--- config.mk ---
export PLATFORM = sky130hd
export DESIGN_NAME = mem_arbiter
export DESIGN_NICKNAME = d
export VERILOG_FILES = /design/src/rtl/mem_pkg.sv /design/src/rtl/mem_arbiter.sv
export SDC_FILE = /design/constraint.sdc
export NUM_CORES = 1
export LEC_CHECK = 0
export BUFFER_PORTS_ARGS = -buffer_cell sky130_fd_sc_hd__buf_4
export CAP_MARGIN = 25
export CORE_AREA = 2 2 343 345
export DETAILED_ROUTE_END_ITERATION = 8
export DIE_AREA = 0 0 345 347
export PLACE_DENSITY = 0.3
export SYNTH_ARGS = -nofsm -noshare
export SYNTH_HDL_FRONTEND = slang
export SYNTH_SLANG_ARGS = --single-unit
--- constraint.sdc ---
create_clock -name clk -period 2.9 [get_ports clk]
set_input_delay 0.435 -clock clk [delete_from_list [all_inputs] [get_ports clk]]
set_output_delay 0.435 -clock clk [all_outputs]
set_load 0.01 [all_outputs]
--- src/rtl/mem_pkg.sv ---
// Shared main-memory block-interface types and arbiter state encoding used by
// the cache controllers, main memory and the memory-port arbiter.
package mem_pkg;

   localparam int BLOCKSIZE = 128;

   typedef struct packed {
      logic                 Valid;
      logic                 Wen;
      logic [31:0]          Addr;
      logic [BLOCKSIZE-1:0] WriteD;
   } MInput;

   typedef struct packed {
      logic                 Ready;
      logic [BLOCKSIZE-1:0] ReadD;
   } MOutput;

   typedef enum logic [1:0] {
      ARB_IDLE,
      ARB_GNT_I,
      ARB_GNT_D
   } arb_state;

   localparam logic OWNER_I = 1'b0;
   localparam logic OWNER_D = 1'b1;

   // Owner vector is {D,I}, all-zero while no transaction is granted.
   function automatic logic [1:0] grantVector(input arb_state state);
      logic [1:0] vec;
      vec = 2'b00;
      if (state == ARB_GNT_I) vec = 2'b01;
      if (state == ARB_GNT_D) vec = 2'b10;
      return vec;
   endfunction

endpackage

--- src/rtl/mem_arbiter.sv ---
// Round-robin owner of the single main-memory port shared by the I-cache and
// D-cache miss paths, with a sticky watchdog for a port that never answers.
module mem_arbiter
   import mem_pkg::*;
#(
   parameter int TIMEOUT_CYCLES = 1024
) (
   input  logic       clk,
   input  logic       rst,
   input  MInput      icache_req_i,
   output MOutput     icache_rsp_o,
   input  MInput      dcache_req_i,
   output MOutput     dcache_rsp_o,
   output MInput      mem_req_o,
   input  MOutput     mem_rsp_i,
   output logic [1:0] grant_o,
   output logic       err_timeout_o
);

   localparam int               CNT_W    = $clog2(TIMEOUT_CYCLES + 1);
   localparam logic [CNT_W-1:0] WDOG_MAX = CNT_W'(TIMEOUT_CYCLES);

   arb_state         state_q, state_d;
   logic             lastGrant_q, lastGrant_d;
   logic [CNT_W-1:0] wdog_q, wdog_d;
   logic             errTimeout_q, errTimeout_d;
   MInput            ownerReq;

   always_ff @(posedge clk) begin
      if (rst) begin
         state_q      <= ARB_IDLE;
         lastGrant_q  <= OWNER_D;
         wdog_q       <= '0;
         errTimeout_q <= 1'b0;
      end else begin
         state_q      <= state_d;
         lastGrant_q  <= lastGrant_d;
         wdog_q       <= wdog_d;
         errTimeout_q <= errTimeout_d;
      end
   end

   // A completion or an owner abort both return to IDLE, which guarantees memory
   // sees Valid low for at least one cycle between transactions.
   always_comb begin
      state_d      = state_q;
      lastGrant_d  = lastGrant_q;
      wdog_d       = wdog_q;
      errTimeout_d = errTimeout_q;
      ownerReq     = '0;
      mem_req_o    = '0;
      icache_rsp_o = '0;
      dcache_rsp_o = '0;
      grant_o      = grantVector(state_q);

      unique case (state_q)
         ARB_IDLE: begin
            if (icache_req_i.Valid && (!dcache_req_i.Valid || lastGrant_q == OWNER_D)) begin
               state_d = ARB_GNT_I;
               wdog_d  = '0;
            end else if (dcache_req_i.Valid) begin
               state_d = ARB_GNT_D;
               wdog_d  = '0;
            end
         end
         ARB_GNT_I, ARB_GNT_D: begin
            if (state_q == ARB_GNT_I) begin
               ownerReq     = icache_req_i;
               icache_rsp_o = mem_rsp_i;
            end else begin
               ownerReq     = dcache_req_i;
               dcache_rsp_o = mem_rsp_i;
            end
            mem_req_o = ownerReq;
            if (mem_rsp_i.Ready || !ownerReq.Valid) begin
               state_d     = ARB_IDLE;
               lastGrant_d = (state_q == ARB_GNT_I) ? OWNER_I : OWNER_D;
            end else if (wdog_q != WDOG_MAX) begin
               wdog_d = wdog_q + 1'b1;
            end
         end
         default: state_d = ARB_IDLE;
      endcase

      if (wdog_d == WDOG_MAX) errTimeout_d = 1'b1;
   end

   assign err_timeout_o = errTimeout_q;

endmodule

Yosys cells after proc, flatten, opt, wreduce, memory -nomap -nowiden
Cells that the tools add are included.
W data, S select, Z words.
Operators by class
  $add $sub $neg: 1
  equality and inequality tests: 6
  muxes and demuxes: 19
  reductions and logical operators: 9
Operators by type and width (number)
  $mux W129: 4
  $mux W162: 3
  $mux W11: 4
  $pmux W11 S2: 1
  $add A11 B1 Y11 const B: 1
  $eq A11 B11 Y1 const B: 1
  $ne A11 B11 Y1 const B: 1
  $mux W2: 4
  $pmux W2 S2: 1
  $reduce_and A2 Y1: 2
  $ne A3 B3 Y1 const B: 1
  $eq A2 B1 Y1 const B: 1
  $eq A2 B2 Y1 const B: 1
  $logic_not A1 Y1: 2
  $logic_not A2 Y1: 1
  $logic_or A1 B1 Y1: 2
  $mux W1: 2
  $ne A2 B2 Y1 const B: 1
  $reduce_or A2 Y1: 1
  $logic_and A1 B1 Y1: 1
Word-level totals
  flip-flop bits (word level): 15
  bits of input ports: 455

Logic depth before layout (Yosys ltp)
Gate-level depths: netlist of the first run.
  depth in word-level cells: 8
  mapped depth: 10

Worst setup path after synthesis of the first run
OpenSTA, ideal clock, no wires.
  path type: reg-to-output
  start: register state_q[1]
  end: output icache_rsp_o[10] (netlist bit)
  arrival: 1923 ps
  setup slack: 542 ps
  cell stages (with the launch flop): 8
  path buffers: 4
  cells stage by stage: dfxtp_1 -> inv_1 -> ha_1 -> buf_2 -> clkbuf_1 -> clkbuf_1 -> clkbuf_1 -> and2_1
RTL lines
  start: declaration: line mem_arbiter.sv:23  | arb_state state_q, state_d;
  start signal: assignment: line mem_arbiter.sv:36  | state_q <= state_d;
  end: declaration: line mem_arbiter.sv:11  | output MOutput icache_rsp_o,

==> impl_metrics.env, run 1 <==
export IMPL_status="finished, violations left"
export IMPL_violations="negative setup slack"
export IMPL_routedWlPerCell_um=25.2
export IMPL_setup_viol=1
export IMPL_synth_area_top_cells="mux2i_1 29%, and2_1 29%, nor2b_1 19%"
export IMPL_clockBufferDepth=2
export IMPL_finalHoldViolCount=0
export IMPL_vias=8877
export IMPL_cp_common_cell="buf_16"
export IMPL_grt_max_degree=111
export IMPL_clk_latency_ns=0.25
export IMPL_hold_path_class="reg2reg"
export IMPL_vdd_drop_max_mv=0.181
export IMPL_cp_end_kind="primary output"
export IMPL_synth_area_per_cell_um2=7.08
export IMPL_startpoint_type="register"
export IMPL_power_leakage_nw=6.73
export IMPL_start_util=0.0478
export IMPL_cts_setup_buffers=0
export IMPL_cap_violations=0
export IMPL_drive_gt1_frac=0.582
export IMPL_fillers=13508
export IMPL_syn_cell_area_um2=5540
export IMPL_die_x_um=345
export IMPL_nNetsFinal=2100
export IMPL_crit_required_ns=2.47
export IMPL_ant_nets=0
export IMPL_firstDrtPassIters=4
export IMPL_synth_common_cells="258 x and2_1, 165 x nor2b_1, 162 x mux2i_1"
export IMPL_clk_pin_slew_ns=0.05
export IMPL_ys_types=44
export IMPL_die_h_um=347
export IMPL_synthFlopType="dfxtp_1"
export IMPL_hold_start="lastGrant_q$_SDFFE_PP1P_"
export IMPL_finalCriticalPeriod_ns=2.91
export IMPL_drcViolationCount=0
export IMPL_core_um2=116000
export IMPL_async_flop_share=0
export IMPL_vias_per_cell=2.80
export IMPL_slew_headroom=0.536
export IMPL_yosysTopAreaCellShare=0.293
export IMPL_dp_hpwl_mm=74.4
export IMPL_track_usage=0.125
export IMPL_fin_crit_sh=1.00
export IMPL_portBuffers=877
export IMPL_place_congestion=0.880
export IMPL_critPathKind="reg2out"
export IMPL_yosysWarningCount=0
export IMPL_clock_fmax_mhz=344
export IMPL_syn_to_final_growth_pct=161
export IMPL_synth_most_common_cell="and2_1"
export IMPL_grt_pass1_wl_mm=99.5
export IMPL_crit_chain="ha_4 -> buf_16 -> buf_16 -> mux2i_1 -> nor2b_1 -> buf_4"
export IMPL_grt_pass1_vias=9165
export IMPL_final_area_um2=14400
export IMPL_crit_path_max_incr_delay_ns=0.64
export IMPL_slowest_stage="mux2i_1"
export IMPL_p_per_area_nw_per_um2=308
export IMPL_syn_nets=1243
export IMPL_utilization=0.125
export IMPL_finalMaxSlewViolations=0
export IMPL_crit_fanout=40
export IMPL_grt_overflow_total=0
export IMPL_antenna_found_initial=21
export IMPL_routed_wl_mm=79.8
export IMPL_startpoint="state_q[0]$_SDFFE_PP0P_"
export IMPL_cts_buffers=3
export IMPL_fin_ws_ns=-0.00650
export IMPL_tightest_slew_ns=0.677
export IMPL_seq_area_frac_synth=0.0542
export IMPL_worstReg2RegStart="state_q[1]$_SDFFE_PP0P_"
export IMPL_worstPathArrival_ns=2.47
export IMPL_dr_first_iter_drc_count=313
export IMPL_synth_area_leader_cell="mux2i_1"
export IMPL_numClockSinks=15
export IMPL_std_cell_rows=125
export IMPL_ios=878
export IMPL_cts_tree="done"
export IMPL_ctsHtreeMaxLevel=1
export IMPL_dpl_cell_area_um2=14200
export IMPL_clockRootBuffer="clkbuf_16"
export IMPL_synth_seq_cells=15
export IMPL_finalSetupTns_ns=-0.00650
export IMPL_worst_clock_skew_ns=0.00299
export IMPL_synth_cells=782
export IMPL_synth_edf_count=0
export IMPL_dieArea_um2=120000
export IMPL_rsz0062_at_grt="no"
[area by class of cell]
type                       instances  area, um2  share of cell area
antenna                            9       22.5             0.00156
clock buffer                       4       78.8             0.00546
inverter                           8       30.0             0.00208
multi-input combinational        686       5040               0.349
sequential                        15        300              0.0208
tap                             1524       1910               0.132
timing repair buffer             925       7050               0.488
[metal layers]
layer | up-vias | track usage | part of all wire
met4 | 2 | 0.0120 | 0.012
met1 | 4087 | 0.160 | 0.43
met3 | 38 | 0.0286 | 0.069
li1 | 4274 | - | -
met5 | - | 0 | 0.00016
met2 | 476 | 0.220 | 0.49
[final timing paths]
check / cells past startpoint / slack, ns / endpoint
max: 6 / -0.007 / mem_req_o[32]
min reg2reg: 1 / 0.46 / lastGrant_q$_SDFFE_PP1P_
min: 1 / 0.46 / lastGrant_q$_SDFFE_PP1P_
max reg2reg: 8 / 0.49 / err_timeout_o$_SDFFE_PP0N_
[timing repair]
action | 4_1_cts | 5_1_grt
hold buffers | 0 | 0
setup endpoints to repair | 5 | 20
resized for setup | 8 | 14
[power by group]
part / switching [W] / internal, W
Clock: 0.0000903 / 0.000187
Combinational: 0.00206 / 0.00189
Sequential: 0.00000746 / 0.000213
Total: 0.00216 / 0.00229
[sequential cells by signal, summed over array words and instances, names as in the netlist]
register / flops
lastGrant_q: 1
state_q: 2
wdog_q: 11
err_timeout_o: 1
[metrics by stage]
| step | setup WS [ns] | std cells | power [W] | hold WS, ns |
|---|---|---|---|---|
| floorplan | 0.542 | 782 | 0.00170 | 0.430 |
| global placement | -0.0792 | 3158 | 0.00429 | 0.450 |
| detailed placement | -0.0933 | 3158 | 0.00428 | 0.455 |
| CTS | 0.00373 | 3162 | 0.00459 | 0.468 |
| global route | 0.00618 | 3164 | 0.00476 | 0.485 |
| finish | -0.00650 | 3171 | 0.00444 | 0.459 |
[cells in the final DEF (no fill, tap or decap), drive strengths merged, types with 3 or more instances in the layout]
master | synthesis | final
a21oi | 12 | 12
and2 | 259 | 259
buf | 15 | 925
clkbuf | 58 | 4
dfxtp | 15 | 15
diode | 0 | 9
ha | 6 | 6
inv | 8 | 8
mux2i | 162 | 162
nand2 | 6 | 6
nand2b | 3 | 3
nand3 | 5 | 5
nand4 | 5 | 5
nor2 | 17 | 17
nor2b | 165 | 165
nor3 | 4 | 4
o21ai | 7 | 7
o31ai | 3 | 3
or4 | 3 | 3
or4b | 3 | 3
[critical path, delay by kind of cell (launching register included)]
family	cells	cell delay, ns
muxes	1	0.64
buffers and inverters	3	0.74
adders and majority gates	1	0.20
DFF	1	0.41
and+or+nand+nor	1	0.10
[cells by family after synthesis]
logic type               Yosys count  synth area share
buffers and inverters             81            0.0558
multiplexers                     162             0.293
AO/OA/AOI/OAI                     38            0.0484
AND/OR/NAND/NOR                  480             0.535
flip-flops                        15            0.0542
adder cells (fa/ha/maj)            6            0.0136
(Power assumes the default switching activity.)
==> run 2: changes to the inputs <==
--- a/config.mk
+++ b/config.mk
@@ -5,11 +5,12 @@
 export SDC_FILE = /design/constraint.sdc
 export NUM_CORES = 1
 export LEC_CHECK = 0
+export ABC_AREA = 1
 export BUFFER_PORTS_ARGS = -buffer_cell sky130_fd_sc_hd__buf_4
 export CAP_MARGIN = 25
-export CORE_AREA = 2 2 343 345
+export CORE_AREA = 2 2 341 343
 export DETAILED_ROUTE_END_ITERATION = 8
-export DIE_AREA = 0 0 345 347
+export DIE_AREA = 0 0 343 345
 export PLACE_DENSITY = 0.3
 export SYNTH_ARGS = -nofsm -noshare
 export SYNTH_HDL_FRONTEND = slang
==> run 2 against run 1 <==
Net effect:
- the flow now finishes without violations
- sequential share of layout area hardly changed
- largest power group unchanged
- final area is 1.9% lower
- worst setup slack improved by 0.18 ns
==> impl_metrics.env, run 2 <==
export IMPL_core_um2=115000
export IMPL_rsz0062_at_grt="no"
export IMPL_synth_cells=1304
export IMPL_clockBufferDepth=2
export IMPL_crit_fanout=46
export IMPL_ys_types=20
export IMPL_finalHoldViolCount=0
export IMPL_synth_most_common_cell="nor2_1"
export IMPL_worstPathArrival_ns=2.29
export IMPL_r2r_cells=13
export IMPL_syn_cell_area_um2=5480
export IMPL_nNetsFinal=2578
export IMPL_reg_top3="wdog_q x11, state_q x2"
export IMPL_synth_area_per_cell_um2=4.20
export IMPL_p_per_area_nw_per_um2=479
export IMPL_critPathKind="reg2out"
export IMPL_worstReg2RegStart="state_q[1]$_SDFFE_PP0P_"
export IMPL_synth_area_leader_cell="nor2_1"
export IMPL_power_w=0.00678
export IMPL_tightest_slew_ns=0.520
export IMPL_ctsHtreeMaxLevel=1
export IMPL_hold_path_class="reg2reg"
export IMPL_std_cell_rows=125
export IMPL_clk_latency_ns=0.25
export IMPL_crit_required_ns=2.47
export IMPL_async_flop_share=0
export IMPL_track_usage=0.154
export IMPL_dr_first_iter_drc_count=704
export IMPL_slew_headroom=0.653
export IMPL_finalMaxSlewViolations=0
export IMPL_vias=11418
export IMPL_power_leakage_nw=8.34
export IMPL_finalCriticalPeriod_ns=2.73
export IMPL_dieArea_um2=118000
export IMPL_layout_common_cells="895 x buf_4, 476 x nor2_1, 333 x nand2_1"
export IMPL_startpoint_type="register"
export IMPL_drive_gt1_frac=0.437
export IMPL_place_congestion=0.944
export IMPL_r2r_setup_slack_ns=0.57
export IMPL_cap_violations=0
export IMPL_yosysTopAreaCellShare=0.332
export IMPL_seq_area_frac_synth=0.0548
export IMPL_cts_tree="done"
export IMPL_yosysWarningCount=0
export IMPL_numClockSinks=15
export IMPL_firstDrtPassIters=5
export IMPL_clockRootBuffer="clkbuf_16"
export IMPL_start_util=0.0476
export IMPL_antenna_found_initial=41
export IMPL_largest_register="wdog_q"
export IMPL_hold_end="err_timeout_o$_SDFFE_PP0N_"
export IMPL_cts_buffers=3
export IMPL_clock_fmax_mhz=366
export IMPL_cp_end_kind="primary output"
export IMPL_drcViolationCount=0
export IMPL_portBuffers=877
export IMPL_synth_common_cells="485 x nor2_1, 333 x nand2_1, 163 x o21ai_0"
export IMPL_layout_commonest_cell="buf_4"
export IMPL_clk_pin_slew_ns=0.06
export IMPL_grt_max_degree=93
export IMPL_die_h_um=345
export IMPL_status="finished clean"
export IMPL_hold_start="err_timeout_o$_SDFFE_PP0N_"
export IMPL_min_path_cells=2
export IMPL_setup_viol=0
export IMPL_routedWlPerCell_um=26.3
export IMPL_worst_clock_skew_ns=0.00553
export IMPL_dp_hpwl_mm=83.9
export IMPL_grt_overflow_total=0
export IMPL_synth_seq_cells=15
export IMPL_ant_nets=0
export IMPL_die_x_um=343
export IMPL_finalHoldWorstSlack_ns=0.463
export IMPL_vias_per_cell=3.13
export IMPL_synth_area_top_cells="nor2_1 33%, nand2_1 23%, o21ai_0 15%"
export IMPL_ios=878
export IMPL_largest_reg_flops=11
export IMPL_finalSetupTns_ns=0
export IMPL_syn_to_final_growth_pct=158
export IMPL_grt_pass1_vias=11379
export IMPL_grt_pass1_wl_mm=121
export IMPL_synth_edf_count=0
export IMPL_synthFlopType="dfxtp_1"
export IMPL_syn_nets=1765
export IMPL_vdd_drop_max_mv=0.199
export IMPL_r2r_end="err_timeout_o$_SDFFE_PP0N_"
export IMPL_routed_wl_mm=96.0
export IMPL_hold_buffers=0
export IMPL_fin_crit_sh=0.941
==> run 2: area by class of cell <==
cell class,count,area (um2)
multi-input combinational,1030,4270
fill,13860,101000
clock inverter,1,5.00
clock buffer,3,75.1
tap,1524,1910
inverter,160,613
timing repair buffer,907,6970
sequential,15,300
antenna,6,15.0
==> run 2: layer usage <==
layer  share of wire  track usage
met5         0.00079            0
met3           0.085       0.0395
met1            0.43        0.200
met4          0.0085      0.00597
met2            0.48        0.265
==> run 2: worst max-delay path by stage <==
stage,startpoint,to
CTS,state_q[1]$_SDFFE_PP0P_,mem_req_o[6]
global placement,state_q[1]$_SDFFE_PP0P_,mem_req_o[159]
finish,state_q[1]$_SDFFE_PP0P_,mem_req_o[101]
floorplan,state_q[1]$_SDFFE_PP0P_,dcache_rsp_o[118]
global route,state_q[1]$_SDFFE_PP0P_,mem_req_o[2]
detailed placement,state_q[1]$_SDFFE_PP0P_,mem_req_o[2]
==> run 2: cell families (layout without fill, tap and decap cells) <==
kind of cell / Yosys count / count (layout) / synth area share
flip-flops: 15 / 15 / 0.0548
adder cells (fa/ha/maj): 6 / 6 / 0.0137
other: 0 / 6 / 0
AO/OA/AOI/OAI: 172 / 172 / 0.158
XOR/XNOR: 1 / 1 / 0.00160
AND/OR/NAND/NOR: 851 / 851 / 0.593
buffers and inverters: 259 / 1071 / 0.179
==> run 2: power by group <==
part / internal [W] / switching (W) / total, W
sequential: 0.000222 / 0.0000185 / 0.000240
combinational: 0.00241 / 0.00385 / 0.00625
clock: 0.000185 / 0.000101 / 0.000286
total: 0.00281 / 0.00397 / 0.00678
==> run 2: metrics by stage <==
step,utilization,setup WS [ns],area (um2),cells
5_1_grt,0.123,0.0231,14100,3641
3_3_place_gp,0.121,-0.469,13900,3631
6_report,0.123,0.170,14200,3646
3_5_place_dp,0.121,-0.267,13900,3632
2_1_floorplan,-,0.650,5480,1304
4_1_cts,0.123,0.0109,14100,3641
==> run 2: what timing repair did <==
action | 4_1_cts | 5_1_grt
gates resized for setup | 13 | 3
pin swaps | 2 | 0
cloned | 2 | 0
endpoints found under the setup margin | 10 | 5
buffers inserted | 3 | 0
==> run 2: worst max-delay path: stages, from the launching register on <==
cell and delay [ns]:
dfxtp_1 0.36, inv_1 0.13, ha_4 0.26, inv_8 0.16, buf_6 0.36, nor2_1 0.11, nor2_2 0.38, buf_4 0.22
==> run 3: changes to the inputs <==
--- a/config.mk
+++ b/config.mk
@@ -8,9 +8,9 @@
 export ABC_AREA = 1
 export BUFFER_PORTS_ARGS = -buffer_cell sky130_fd_sc_hd__buf_4
 export CAP_MARGIN = 25
-export CORE_AREA = 2 2 341 343
+export CORE_AREA = 3 3 342 344
 export DETAILED_ROUTE_END_ITERATION = 8
-export DIE_AREA = 0 0 343 345
+export DIE_AREA = 0 0 345 347
 export PLACE_DENSITY = 0.3
 export SYNTH_ARGS = -nofsm -noshare
 export SYNTH_HDL_FRONTEND = slang
==> run 3 against run 2 <==
Net effect:
- core utilization up 0.090 points
- first-iteration DRC count fell by 22%
- combinational power rose by 4.3%
- hold slack got worse by 0.0015 ns
- largest cell class unchanged
==> impl_metrics.env, run 3 (synthesis results as in run 2) <==
export IMPL_clk_latency_ns=0.25
export IMPL_portBuffers=877
export IMPL_grt_pass1_vias=11639
export IMPL_fin_crit_sh=0.971
export IMPL_worst_clock_skew_ns=0.00533
export IMPL_track_usage=0.155
export IMPL_cap_violations=0
export IMPL_reg_top3="wdog_q x11, state_q x2"
export IMPL_finalHoldWorstSlack_ns=0.461
export IMPL_rsz0062_at_grt="yes"
export IMPL_syn_to_final_growth_pct=158
export IMPL_setup_viol=0
export IMPL_antenna_found_initial=22
export IMPL_place_congestion=0.889
export IMPL_p_per_area_nw_per_um2=498
export IMPL_fin_ws_ns=0.0853
export IMPL_crit_fanout=110
export IMPL_grt_pass1_wl_mm=125
export IMPL_start_util=0.0480
export IMPL_worstPathArrival_ns=2.38
export IMPL_largest_register="wdog_q"
export IMPL_hold_path_class="reg2reg"
export IMPL_largest_reg_flops=11
export IMPL_dp_hpwl_mm=88.5
export IMPL_dr_first_iter_drc_count=552
export IMPL_crit_required_ns=2.47
export IMPL_crit_chain="inv_1 -> ha_4 -> buf_16 -> o21ai_0 -> nor2_1 -> buf_4"
export IMPL_numClockSinks=15
export IMPL_drcViolationCount=0
export IMPL_dpl_cell_area_um2=14000
export IMPL_die_x_um=345
export IMPL_final_area_um2=14100
export IMPL_routed_wl_mm=98.9
export IMPL_finalMaxSlewViolations=0
export IMPL_power_leakage_nw=8.36
export IMPL_ant_nets=0
export IMPL_finalCriticalPeriod_ns=2.81
export IMPL_slowest_stage="dfxtp_1"
export IMPL_post_place_ws_ns=0.181
export IMPL_grt_max_degree=111
export IMPL_firstDrtPassIters=5
export IMPL_clk_pin_slew_ns=0.05
export IMPL_layout_commonest_cell="buf_4"
export IMPL_die_h_um=347
export IMPL_grt_overflow_total=0
export IMPL_vdd_drop_max_mv=0.225
export IMPL_finalHoldViolCount=0
export IMPL_crit_path_max_incr_delay_ns=0.32
export IMPL_clockRootBuffer="clkbuf_16"
export IMPL_hold_buffers=0
export IMPL_ctsHtreeMaxLevel=1
export IMPL_fillers=13783
export IMPL_routedWlPerCell_um=27.1
export IMPL_cts_buffers=3
export IMPL_dieArea_um2=120000
export IMPL_drive_gt1_frac=0.437
export IMPL_core_um2=114000
export IMPL_slew_headroom=0.384
export IMPL_nNetsFinal=2587
export IMPL_clockBufferDepth=2
export IMPL_cp_end_kind="primary output"
export IMPL_layout_common_cells="906 x buf_4, 481 x nor2_1, 333 x nand2_1"
export IMPL_std_cell_rows=124
export IMPL_critPathKind="reg2out"
export IMPL_vias_per_cell=3.12
export IMPL_clock_fmax_mhz=355
export IMPL_vias=11378
export IMPL_cts_tree="done"
export IMPL_ios=878
export IMPL_utilization=0.124
export IMPL_cp_top_family="buffers and inverters"
export IMPL_startpoint_type="register"
export IMPL_tightest_slew_ns=0.924
export IMPL_crit_buf_inv=3
export IMPL_status="finished clean"
run 3: timing repair:
action                                  in CTS  in global routing
cloned                                       0                  1
endpoints found under the hold margin        0                  0
endpoints found under the setup margin       4                  6
pin swaps                                    0                  2
setup buffers                                0                  4
gates resized for setup                      4                  5
run 3: final timing paths:
check                        startpoint                         end  slack [ns]  cells past startpoint
max             state_q[1]$_SDFFE_PP0P_              mem_req_o[150]        0.09                      6
min          err_timeout_o$_SDFFE_PP0N_  err_timeout_o$_SDFFE_PP0N_        0.46                      2
max reg2reg     state_q[1]$_SDFFE_PP0P_  err_timeout_o$_SDFFE_PP0N_        0.55                     13
min reg2reg  err_timeout_o$_SDFFE_PP0N_  err_timeout_o$_SDFFE_PP0N_        0.46                      2
run 3: layout make-up:
type / count / area (um2) / area share
Timing Repair Buffer: 916 / 7010 / 0.495
Multi-Input combinational cell: 1030 / 4230 / 0.299
Tap cell: 1512 / 1890 / 0.134
Inverter: 160 / 613 / 0.0433
Sequential cell: 15 / 300 / 0.0212
Clock buffer: 3 / 75.1 / 0.00531
Antenna cell: 7 / 17.5 / 0.00124
Clock inverter: 1 / 5.00 / 0.000354
run 3: where the power goes:
part,internal [W],switching [W],total (W)
combinational,0.00244,0.00409,0.00652
sequential,0.000222,0.0000180,0.000240
clock,0.000185,0.0000968,0.000282
total,0.00284,0.00420,0.00705
run 3: tightest hold or removal path, cell delays in order (launching register included):
cell     delay (ns)
dfxtp_1        0.31
inv_1          0.05
a21oi_1        0.05
run 3: stage by stage:
| stage | cells | total power, W | setup TNS [ns] |
|---|---|---|---|
| CTS | 3632 | 0.00726 | 0 |
| global route | 3638 | 0.00761 | -0.0245 |
| finish | 3644 | 0.00705 | 0 |
| global placement | 3628 | 0.00698 | 0 |
| floorplan | 1304 | 0.00248 | 0 |
| detailed placement | 3628 | 0.00692 | 0 |
run 3: metal layers:
metal | routed length, um | GRT usage | up-vias
li1 | - | - | 5530
met1 | 42300 | 0.193 | 5274
met2 | 47500 | 0.268 | 524
met3 | 7940 | 0.0500 | 40
met4 | 1070 | 0.0169 | 10
met5 | 73 | 0 | -
